## src/rtl/toy_bus_itcm_arb_ctrl_if.sv

```systemverilog
// Bus bundle for the ITCM arbitration node: two requester channels, the
// single ITCM request port, the ITCM ack port and the two routed ack
// channels. master = surrounding system (requesters + ITCM), slave = arbiter.
interface toy_bus_itcm_arb_ctrl_if #(
  parameter int REQ_W = 339,
  parameter int ACK_W = 275
);
  // requester request channels
  logic             in0_req_vld;
  logic             in0_req_rdy;
  logic [REQ_W-1:0] in0_req_pld;
  logic             in1_req_vld;
  logic             in1_req_rdy;
  logic [REQ_W-1:0] in1_req_pld;
  // ITCM request port
  logic             out0_req_vld;
  logic             out0_req_rdy;
  logic [REQ_W-1:0] out0_req_pld;
  // ITCM ack port
  logic             out0_ack_vld;
  logic             out0_ack_rdy;
  logic [ACK_W-1:0] out0_ack_pld;
  // routed ack channels
  logic             in0_ack_vld;
  logic             in0_ack_rdy;
  logic [ACK_W-1:0] in0_ack_pld;
  logic             in1_ack_vld;
  logic             in1_ack_rdy;
  logic [ACK_W-1:0] in1_ack_pld;

  modport master (
    output in0_req_vld, in0_req_pld, in1_req_vld, in1_req_pld,
    output out0_req_rdy, out0_ack_vld, out0_ack_pld,
    output in0_ack_rdy, in1_ack_rdy,
    input  in0_req_rdy, in1_req_rdy, out0_req_vld, out0_req_pld,
    input  out0_ack_rdy, in0_ack_vld, in0_ack_pld, in1_ack_vld, in1_ack_pld
  );

  modport slave (
    input  in0_req_vld, in0_req_pld, in1_req_vld, in1_req_pld,
    input  out0_req_rdy, out0_ack_vld, out0_ack_pld,
    input  in0_ack_rdy, in1_ack_rdy,
    output in0_req_rdy, in1_req_rdy, out0_req_vld, out0_req_pld,
    output out0_ack_rdy, in0_ack_vld, in0_ack_pld, in1_ack_vld, in1_ack_pld
  );
endinterface

```

## src/rtl/toy_bus_itcm_arb_ctrl.sv

```systemverilog
// Two-requester round-robin arbiter with in-order ack routing for the ITCM
// node. The grant is held while the ITCM backpressures; every issued request
// records its source in a small ordering FIFO whose head steers the ITCM's
// in-order ack stream back to the right requester.
// Optional macro TOY_BUS_ITCM_ARB_ERR_EN adds the sticky err_unexp_ack output.
module toy_bus_itcm_arb_ctrl #(
  parameter int REQ_W = 339,
  parameter int ACK_W = 275,
  parameter int DEPTH = 4
) (
  input  logic clk,
  input  logic rst_n,
  toy_bus_itcm_arb_ctrl_if.slave bus
`ifdef TOY_BUS_ITCM_ARB_ERR_EN
  ,
  output logic err_unexp_ack
`endif
);

  localparam int PTR_W = $clog2(DEPTH);
  localparam int CNT_W = $clog2(DEPTH + 1);

  typedef enum logic {
    ST_UNLOCKED = 1'b0,
    ST_LOCKED   = 1'b1
  } arb_state_e;

  arb_state_e       state_q, state_d;
  logic             lock_idx_q, lock_idx_d;
  logic             last_q, last_d;
  logic [PTR_W-1:0] wr_ptr_q, wr_ptr_d;
  logic [PTR_W-1:0] rd_ptr_q, rd_ptr_d;
  logic [CNT_W-1:0] count_q, count_d;
  logic             fifo_mem [DEPTH];

  logic [1:0]       req_vld_vec;
  logic [1:0]       req_rdy_vec;
  logic [1:0]       ack_vld_vec;
  logic [1:0]       ack_rdy_vec;
  logic             full;
  logic             empty;
  logic             grant_idx;
  logic             has_grant;
  logic             issue;
  logic             req_hs;
  logic             ack_hs;
  logic             head_idx;
  logic [REQ_W-1:0] req_mux;
  logic [ACK_W-1:0] ack_pld;

  assign req_vld_vec = {bus.in1_req_vld, bus.in0_req_vld};
  assign ack_rdy_vec = {bus.in1_ack_rdy, bus.in0_ack_rdy};

  // Full/empty come from the registered count only, so a same-cycle pop
  // never lets a push through while full.
  assign full     = (count_q == CNT_W'(DEPTH));
  assign empty    = (count_q == '0);
  assign head_idx = fifo_mem[rd_ptr_q];

  // Arbitration FSM: pick the grant, gate issue, and hold the grant while stalled
  always_comb begin
    state_d    = state_q;
    lock_idx_d = lock_idx_q;
    grant_idx  = ~last_q;
    has_grant  = 1'b0;
    case (state_q)
      ST_UNLOCKED: begin
        // prefer the requester that was not served last
        if (req_vld_vec[~last_q]) begin
          grant_idx = ~last_q;
          has_grant = 1'b1;
        end else if (req_vld_vec[last_q]) begin
          grant_idx = last_q;
          has_grant = 1'b1;
        end
      end
      ST_LOCKED: begin
        grant_idx = lock_idx_q;
        has_grant = 1'b1;
      end
      default: begin
        grant_idx = ~last_q;
        has_grant = 1'b0;
      end
    endcase

    issue  = rst_n & has_grant & req_vld_vec[grant_idx] & ~full;
    req_hs = issue & bus.out0_req_rdy;

    case (state_q)
      ST_UNLOCKED: begin
        if (issue && !bus.out0_req_rdy) begin
          state_d    = ST_LOCKED;
          lock_idx_d = grant_idx;
        end
      end
      ST_LOCKED: begin
        if (req_hs) begin
          state_d = ST_UNLOCKED;
        end
      end
      default: state_d = ST_UNLOCKED;
    endcase
  end

  // Per-requester ready and routed ack valid; only the selected channel is live
  genvar gi;
  generate
    for (gi = 0; gi < 2; gi++) begin : g_chan
      assign req_rdy_vec[gi] = rst_n & has_grant & (grant_idx == 1'(gi)) &
                               bus.out0_req_rdy & ~full;
      assign ack_vld_vec[gi] = rst_n & ~empty & (head_idx == 1'(gi)) &
                               bus.out0_ack_vld;
    end
  endgenerate

  assign req_mux          = grant_idx ? bus.in1_req_pld : bus.in0_req_pld;
  assign bus.out0_req_vld = issue;
  assign bus.out0_req_pld = req_mux;
  assign bus.in0_req_rdy  = req_rdy_vec[0];
  assign bus.in1_req_rdy  = req_rdy_vec[1];

  assign ack_pld          = bus.out0_ack_pld;
  assign bus.out0_ack_rdy = rst_n & ~empty & ack_rdy_vec[head_idx];
  assign ack_hs           = bus.out0_ack_vld & bus.out0_ack_rdy;
  assign bus.in0_ack_vld  = ack_vld_vec[0];
  assign bus.in1_ack_vld  = ack_vld_vec[1];
  assign bus.in0_ack_pld  = ack_pld;
  assign bus.in1_ack_pld  = ack_pld;

  // Ordering FIFO bookkeeping: pointers wrap naturally, count tracks occupancy
  always_comb begin
    wr_ptr_d = wr_ptr_q;
    rd_ptr_d = rd_ptr_q;
    count_d  = count_q;
    last_d   = last_q;
    if (req_hs) begin
      wr_ptr_d = wr_ptr_q + PTR_W'(1);
      last_d   = grant_idx;
    end
    if (ack_hs) begin
      rd_ptr_d = rd_ptr_q + PTR_W'(1);
    end
    case ({req_hs, ack_hs})
      2'b10:   count_d = count_q + CNT_W'(1);
      2'b01:   count_d = count_q - CNT_W'(1);
      default: count_d = count_q;
    endcase
  end

  // State registers; reset makes in0 the first winner and empties the FIFO
  always_ff @(posedge clk or negedge rst_n) begin
    if (!rst_n) begin
      state_q    <= ST_UNLOCKED;
      lock_idx_q <= 1'b0;
      last_q     <= 1'b1;
      wr_ptr_q   <= '0;
      rd_ptr_q   <= '0;
      count_q    <= '0;
    end else begin
      state_q    <= state_d;
      lock_idx_q <= lock_idx_d;
      last_q     <= last_d;
      wr_ptr_q   <= wr_ptr_d;
      rd_ptr_q   <= rd_ptr_d;
      count_q    <= count_d;
    end
  end

  // FIFO storage needs no reset: entries are only read while count is non-zero
  always_ff @(posedge clk) begin
    if (req_hs) begin
      fifo_mem[wr_ptr_q] <= grant_idx;
    end
  end

`ifdef TOY_BUS_ITCM_ARB_ERR_EN
  logic err_q, err_d;

  // Sticky error: an ack with nothing outstanding, or a push into a full FIFO
  always_comb begin
    err_d = err_q | (bus.out0_ack_vld & empty) | (req_hs & full);
  end

  // Error flag register, cleared only by reset
  always_ff @(posedge clk or negedge rst_n) begin
    if (!rst_n) begin
      err_q <= 1'b0;
    end else begin
      err_q <= err_d;
    end
  end

  assign err_unexp_ack = err_q;
`endif

endmodule

```

## src/flat_wrapper.sv

```systemverilog
// flat-port wrapper written by rule: the top's interface ports become plain ports
module toy_bus_itcm_arb_ctrl_flat 
#(
  parameter int REQ_W = 339,
  parameter int ACK_W = 275,
  parameter int DEPTH = 4
)
  (clk, rst_n, bus_in0_req_vld, bus_in0_req_pld, bus_in1_req_vld, bus_in1_req_pld, bus_out0_req_rdy, bus_out0_ack_vld, bus_out0_ack_pld, bus_in0_ack_rdy, bus_in1_ack_rdy, bus_in0_req_rdy, bus_in1_req_rdy, bus_out0_req_vld, bus_out0_req_pld, bus_out0_ack_rdy, bus_in0_ack_vld, bus_in0_ack_pld, bus_in1_ack_vld, bus_in1_ack_pld);
  toy_bus_itcm_arb_ctrl_if #(.REQ_W(REQ_W), .ACK_W(ACK_W)) bus_i ();
  input  logic clk;
  input  logic rst_n;
  input wire logic [$bits(bus_i.in0_req_vld)-1:0] bus_in0_req_vld;
  input wire logic [$bits(bus_i.in0_req_pld)-1:0] bus_in0_req_pld;
  input wire logic [$bits(bus_i.in1_req_vld)-1:0] bus_in1_req_vld;
  input wire logic [$bits(bus_i.in1_req_pld)-1:0] bus_in1_req_pld;
  input wire logic [$bits(bus_i.out0_req_rdy)-1:0] bus_out0_req_rdy;
  input wire logic [$bits(bus_i.out0_ack_vld)-1:0] bus_out0_ack_vld;
  input wire logic [$bits(bus_i.out0_ack_pld)-1:0] bus_out0_ack_pld;
  input wire logic [$bits(bus_i.in0_ack_rdy)-1:0] bus_in0_ack_rdy;
  input wire logic [$bits(bus_i.in1_ack_rdy)-1:0] bus_in1_ack_rdy;
  output wire logic [$bits(bus_i.in0_req_rdy)-1:0] bus_in0_req_rdy;
  output wire logic [$bits(bus_i.in1_req_rdy)-1:0] bus_in1_req_rdy;
  output wire logic [$bits(bus_i.out0_req_vld)-1:0] bus_out0_req_vld;
  output wire logic [$bits(bus_i.out0_req_pld)-1:0] bus_out0_req_pld;
  output wire logic [$bits(bus_i.out0_ack_rdy)-1:0] bus_out0_ack_rdy;
  output wire logic [$bits(bus_i.in0_ack_vld)-1:0] bus_in0_ack_vld;
  output wire logic [$bits(bus_i.in0_ack_pld)-1:0] bus_in0_ack_pld;
  output wire logic [$bits(bus_i.in1_ack_vld)-1:0] bus_in1_ack_vld;
  output wire logic [$bits(bus_i.in1_ack_pld)-1:0] bus_in1_ack_pld;
  assign bus_i.in0_req_vld = bus_in0_req_vld;
  assign bus_i.in0_req_pld = bus_in0_req_pld;
  assign bus_i.in1_req_vld = bus_in1_req_vld;
  assign bus_i.in1_req_pld = bus_in1_req_pld;
  assign bus_i.out0_req_rdy = bus_out0_req_rdy;
  assign bus_i.out0_ack_vld = bus_out0_ack_vld;
  assign bus_i.out0_ack_pld = bus_out0_ack_pld;
  assign bus_i.in0_ack_rdy = bus_in0_ack_rdy;
  assign bus_i.in1_ack_rdy = bus_in1_ack_rdy;
  assign bus_in0_req_rdy = bus_i.in0_req_rdy;
  assign bus_in1_req_rdy = bus_i.in1_req_rdy;
  assign bus_out0_req_vld = bus_i.out0_req_vld;
  assign bus_out0_req_pld = bus_i.out0_req_pld;
  assign bus_out0_ack_rdy = bus_i.out0_ack_rdy;
  assign bus_in0_ack_vld = bus_i.in0_ack_vld;
  assign bus_in0_ack_pld = bus_i.in0_ack_pld;
  assign bus_in1_ack_vld = bus_i.in1_ack_vld;
  assign bus_in1_ack_pld = bus_i.in1_ack_pld;
  toy_bus_itcm_arb_ctrl #(.REQ_W(REQ_W), .ACK_W(ACK_W), .DEPTH(DEPTH)) u_core (.clk(clk), .rst_n(rst_n), .bus(bus_i));
endmodule
```

## config.mk

```make
export PLATFORM = sky130hd
export DESIGN_NAME = toy_bus_itcm_arb_ctrl_flat
export DESIGN_NICKNAME = d
export VERILOG_FILES = /design/src/rtl/toy_bus_itcm_arb_ctrl_if.sv /design/src/rtl/toy_bus_itcm_arb_ctrl.sv /design/src/flat_wrapper.sv
export SDC_FILE = /design/constraint.sdc
export NUM_CORES = 1
export LEC_CHECK = 0
export ABC_AREA = 1
export CORE_AREA = 5 5 729 731
export DETAILED_ROUTE_END_ITERATION = 8
export DIE_AREA = 0 0 734 736
export GPL_ROUTABILITY_DRIVEN = 0
export GPL_TIMING_DRIVEN = 0
export SYNTH_ARGS = -nofsm -noshare
export SYNTH_HDL_FRONTEND = slang
export SYNTH_SLANG_ARGS = --single-unit
```

## constraint.sdc

```tcl
create_clock -name clk -period 2.5 [get_ports clk]
set_input_delay 0.5 -clock clk [delete_from_list [all_inputs] [get_ports clk]]
set_output_delay 0.5 -clock clk [all_outputs]
set_load 0.005 [all_outputs]
```

==> flow_metrics.py <==
metrics = {
    "status": {
        "status": "finished, violations left",
        "violations": "negative setup slack",
    },
    "drt": {
        "wl_mm": 442.9,
        "dr.pass1.iters": 6,
        "viasPerCell": 2.023,
        "detail_route.iter0.violations": 1461,
        "vias": 21707,
        "drc": 0,
        "postRouteAntennaNets": 0,
        "post_drt_wl_per_cell_um": 41.28,
    },
    "job": {
        "maxCapViolCount": 0,
    },
    "floorplan": {
        "dieHeight_um": 736,
        "rows": 266,
        "die_w_um": 734,
        "initial_core_util": 0.01767,
        "dieArea_sq_um": 540200,
        "coreArea_sq_um": 523500,
        "boundaryPins": 1856,
    },
    "hold_path": {
        "hp-class": "input pin to asynchronous set/reset pin",
    },
    "power": {
        "seqPwrFrac": 0.009,
        "power.density_nw_per_um2": 1001,
        "vdd.ir_drop.worst_uv": 598.9,
        "p_sw_frac": 0.5842,
        "p_sw_uw": 25460,
        "intPower_uw": 18120,
        "p_clk_frac": 0.007,
        "combPwrFrac": 0.984,
        "leakagePower_uw": 0.01691,
    },
    "placement": {
        "placed_area_sq_um": 33780,
        "portBuffers": 1580,
        "hpwl_mm": 417.9,
        "dpl.cell_count": 10297,
    },
    "clock_tree": {
        "cts_buffers": 3,
        "cts_tree": "done",
        "numClockSinks": 14,
        "clockBufferDepth": 2,
        "root_buffer": "clkbuf_16",
        "clk_pin_slew_ns": 0.05,
        "htree_levels": 1,
        "hold_buffers": 0,
        "clk_latency_ns": 0.25,
    },
    "worst_setup_path": {
        "worstPathRequired_ns": 2.00,
        "start_kind": "flop",
        "crit_path_max_fanout": 10,
        "cp.arrival_ns": 2.52,
        "cp-end-kind": "output pin",
        "setup.worst_path.class": "flop to output pin",
    },
    "timing": {
        "setup_viol": 335,
        "slew_headroom": 0.2700,
        "period_share": 1.210,
        "skew_ns": 0.003021,
        "rsz0062_at_grt": "yes",
        "worstMarginPinSlew_ns": 1.092,
        "drv_slew": 0,
        "setup_ws_ns": -0.5241,
        "timing.fmax_ghz": 0.3307,
        "min_period_ns": 3.024,
        "finalHoldViolations": 0,
    },
    "grt": {
        "grt_usage": 0.1547,
        "overflow": 0,
        "grt_pass1_wl_mm": 478.4,
        "grt_pass1_vias": 19616,
        "grt_antenna_before_repair": 461,
        "grt_max_degree": 14,
    },
    "synthesis": {
        "ys_seq_area_frac": 0.04017,
        "syn_nets": 2716,
        "syn_area_sq_um": 9250,
        "synthCells": 1749,
        "syn_avg_cell_area_sq_um": 5.289,
        "synth_top_area_frac": 0.4707,
        "synth_top_area_cell": "buf_4",
        "netlist-cell-type-count": 25,
        "ys_ff_latch": 14,
        "synth.area.top_cells": "buf_4, nand2_1, dfrtp_1",
        "yosys_warnings": 0,
    },
    "cells_and_area": {
        "area_growth_pct": 370.7,
        "design_area_sq_um": 43540,
        "drive_gt1_frac": 0.4700,
        "fin_cells": 10728,
        "nets": 4500,
    },
}
## registers in the layout, summed over array words and instances (netlist names), named ones only
register and flops:
u_core.wr_ptr_q 2, u_core.count_q 3, u_core.last_q 1, u_core.lock_idx_q 1, u_core.fifo_mem 4, u_core.rd_ptr_q 2
## worst paths after layout
check | start | endpoint | slack, ns | cells after the start
hold / removal | rst_n | asynchronous set/reset pin | 0.15 | 1
setup / recovery | u_core.last_q | bus_out0_req_pld[154] | -0.52 | 10
hold reg to reg | u_core.lock_idx_q | u_core.lock_idx_q | 0.49 | 2
max in group asynchronous | rst_n | u_core.last_q | 2.06 | 1
min in group clk | u_core.lock_idx_q | u_core.lock_idx_q | 0.49 | 2
setup reg to reg | u_core.last_q | u_core.count_q[2] | 0.04 | 14
## cells in the final DEF (no fill, tap or decap), types with 2 or more instances in the layout
| cell | synthesis | final |
|---|---|---|
| buf_12 | 0 | 106 |
| inv_1 | 19 | 19 |
| nand2_1 | 1046 | 492 |
| nor2_2 | 1 | 3 |
| nand3_1 | 9 | 9 |
| nand2_8 | 0 | 183 |
| o21ai_0 | 2 | 2 |
| o21ai_1 | 2 | 2 |
| nand4_1 | 3 | 3 |
| buf_6 | 2 | 194 |
| diode_2 | 0 | 228 |
| buf_2 | 37 | 22 |
| nand2_2 | 3 | 179 |
| buf_16 | 0 | 22 |
| nor2_1 | 10 | 8 |
| buf_4 | 580 | 642 |
| dfrtp_1 | 9 | 9 |
| a21oi_1 | 2 | 2 |
| nand2_4 | 1 | 196 |
| edfxtp_1 | 4 | 4 |
| xor2_1 | 2 | 2 |
| dlymetal6s2s_1 | 0 | 67 |
| ha_1 | 5 | 5 |
| buf_8 | 0 | 61 |
| nor3_1 | 2 | 2 |
| clkdlybuf4s50_1 | 0 | 1241 |
| clkbuf_2 | 0 | 29 |
| clkbuf_16 | 0 | 18 |
## kinds of logic after synthesis
logic type	synth area share
buf+inv	0.5036
simple gates	0.4404
fa+ha+maj	0.008927
xor+xnor	0.002841
compound gates	0.004058
flops	0.04017
## cells in the mapped netlist (all sizes together)
master / count
nand2: 1050
buf: 619
inv: 20
nor2: 11
dfrtp: 9
nand3: 9
clkbuf: 5
ha: 5
edfxtp: 4
o21ai: 4
nand4: 3
a21oi: 2
nor3: 2
xor2: 2
a21boi: 1
dfstp: 1
fa: 1
xnor2: 1
## worst max-delay path, stage by stage, from the launching register on
cell,delay (ns)
dfstp_2,0.54
nor2_2,0.04
nor2_2,0.08
nand2_2,0.10
nand2_8,0.17
inv_16,0.05
buf_12,0.15
buf_8,0.20
nand2_2,0.24
nand2_1,0.10
clkdlybuf4s50_1,0.48
## stage by stage
step / hold WS [ns] / total power (uW) / setup TNS, ns / util / setup slack (ns)
finish: 0.1457 / 43570 / -95.53 / 0.08317 / -0.5241
global route: 0.1709 / 45650 / -135.19 / 0.08229 / -0.6059
CTS: 0.3724 / 37590 / -167.21 / 0.07368 / -0.7617
detailed placement: 0.4711 / 28990 / -723.72 / 0.06453 / -2.849
global placement: 0.4710 / 28980 / -713.59 / 0.06453 / -2.805
floorplan: 0.2044 / 6319 / 0 / - / 0.3190
## layout make-up
| cell class | count | area (sq um) |
|---|---|---|
| timing repair buffer | 1790 | 19260 |
| multi-input combinational | 1091 | 9106 |
| clock buffer | 3 | 75.07 |
| timing repair inverter | 1 | 30.03 |
| buffer | 612 | 5316 |
| clock inverter | 1 | 3.754 |
| tap | 6968 | 8718 |
| inverter | 20 | 91.34 |
| fill | 60925 | 480000 |
| antenna | 228 | 570.5 |
| sequential | 14 | 371.6 |
## power by group through the flow
| stage | registers [uW] | logic [uW] | clock network [uW] |
|---|---|---|---|
| 2_1_floorplan | 396 | 5920 | 0 |
| 3_3_place_gp | 405 | 28600 | 0 |
| 3_5_place_dp | 412 | 28600 | 0 |
| 4_1_cts | 411 | 36900 | 309 |
| 5_1_grt | 421 | 44900 | 322 |
| 6_report | 413 | 42900 | 306 |
## what timing repair did
item | CTS | global route
gates resized for setup | 2169 | 1146
cloned | 8 | 12
endpoints found under the setup margin | 357 | 347
buffers inserted | 76 | 119
pin swaps | 41 | 58
## per-layer routing
metal  GRT usage  up-vias  wire length [um]
met5           0        -              2010
met4     0.06096      286             23780
met3      0.1398      952             86200
met2      0.2286     2193            180700
met1      0.1520     9737            150200
li1            -     8539                 -
Note: power is estimated with default switching activity, not from simulation.
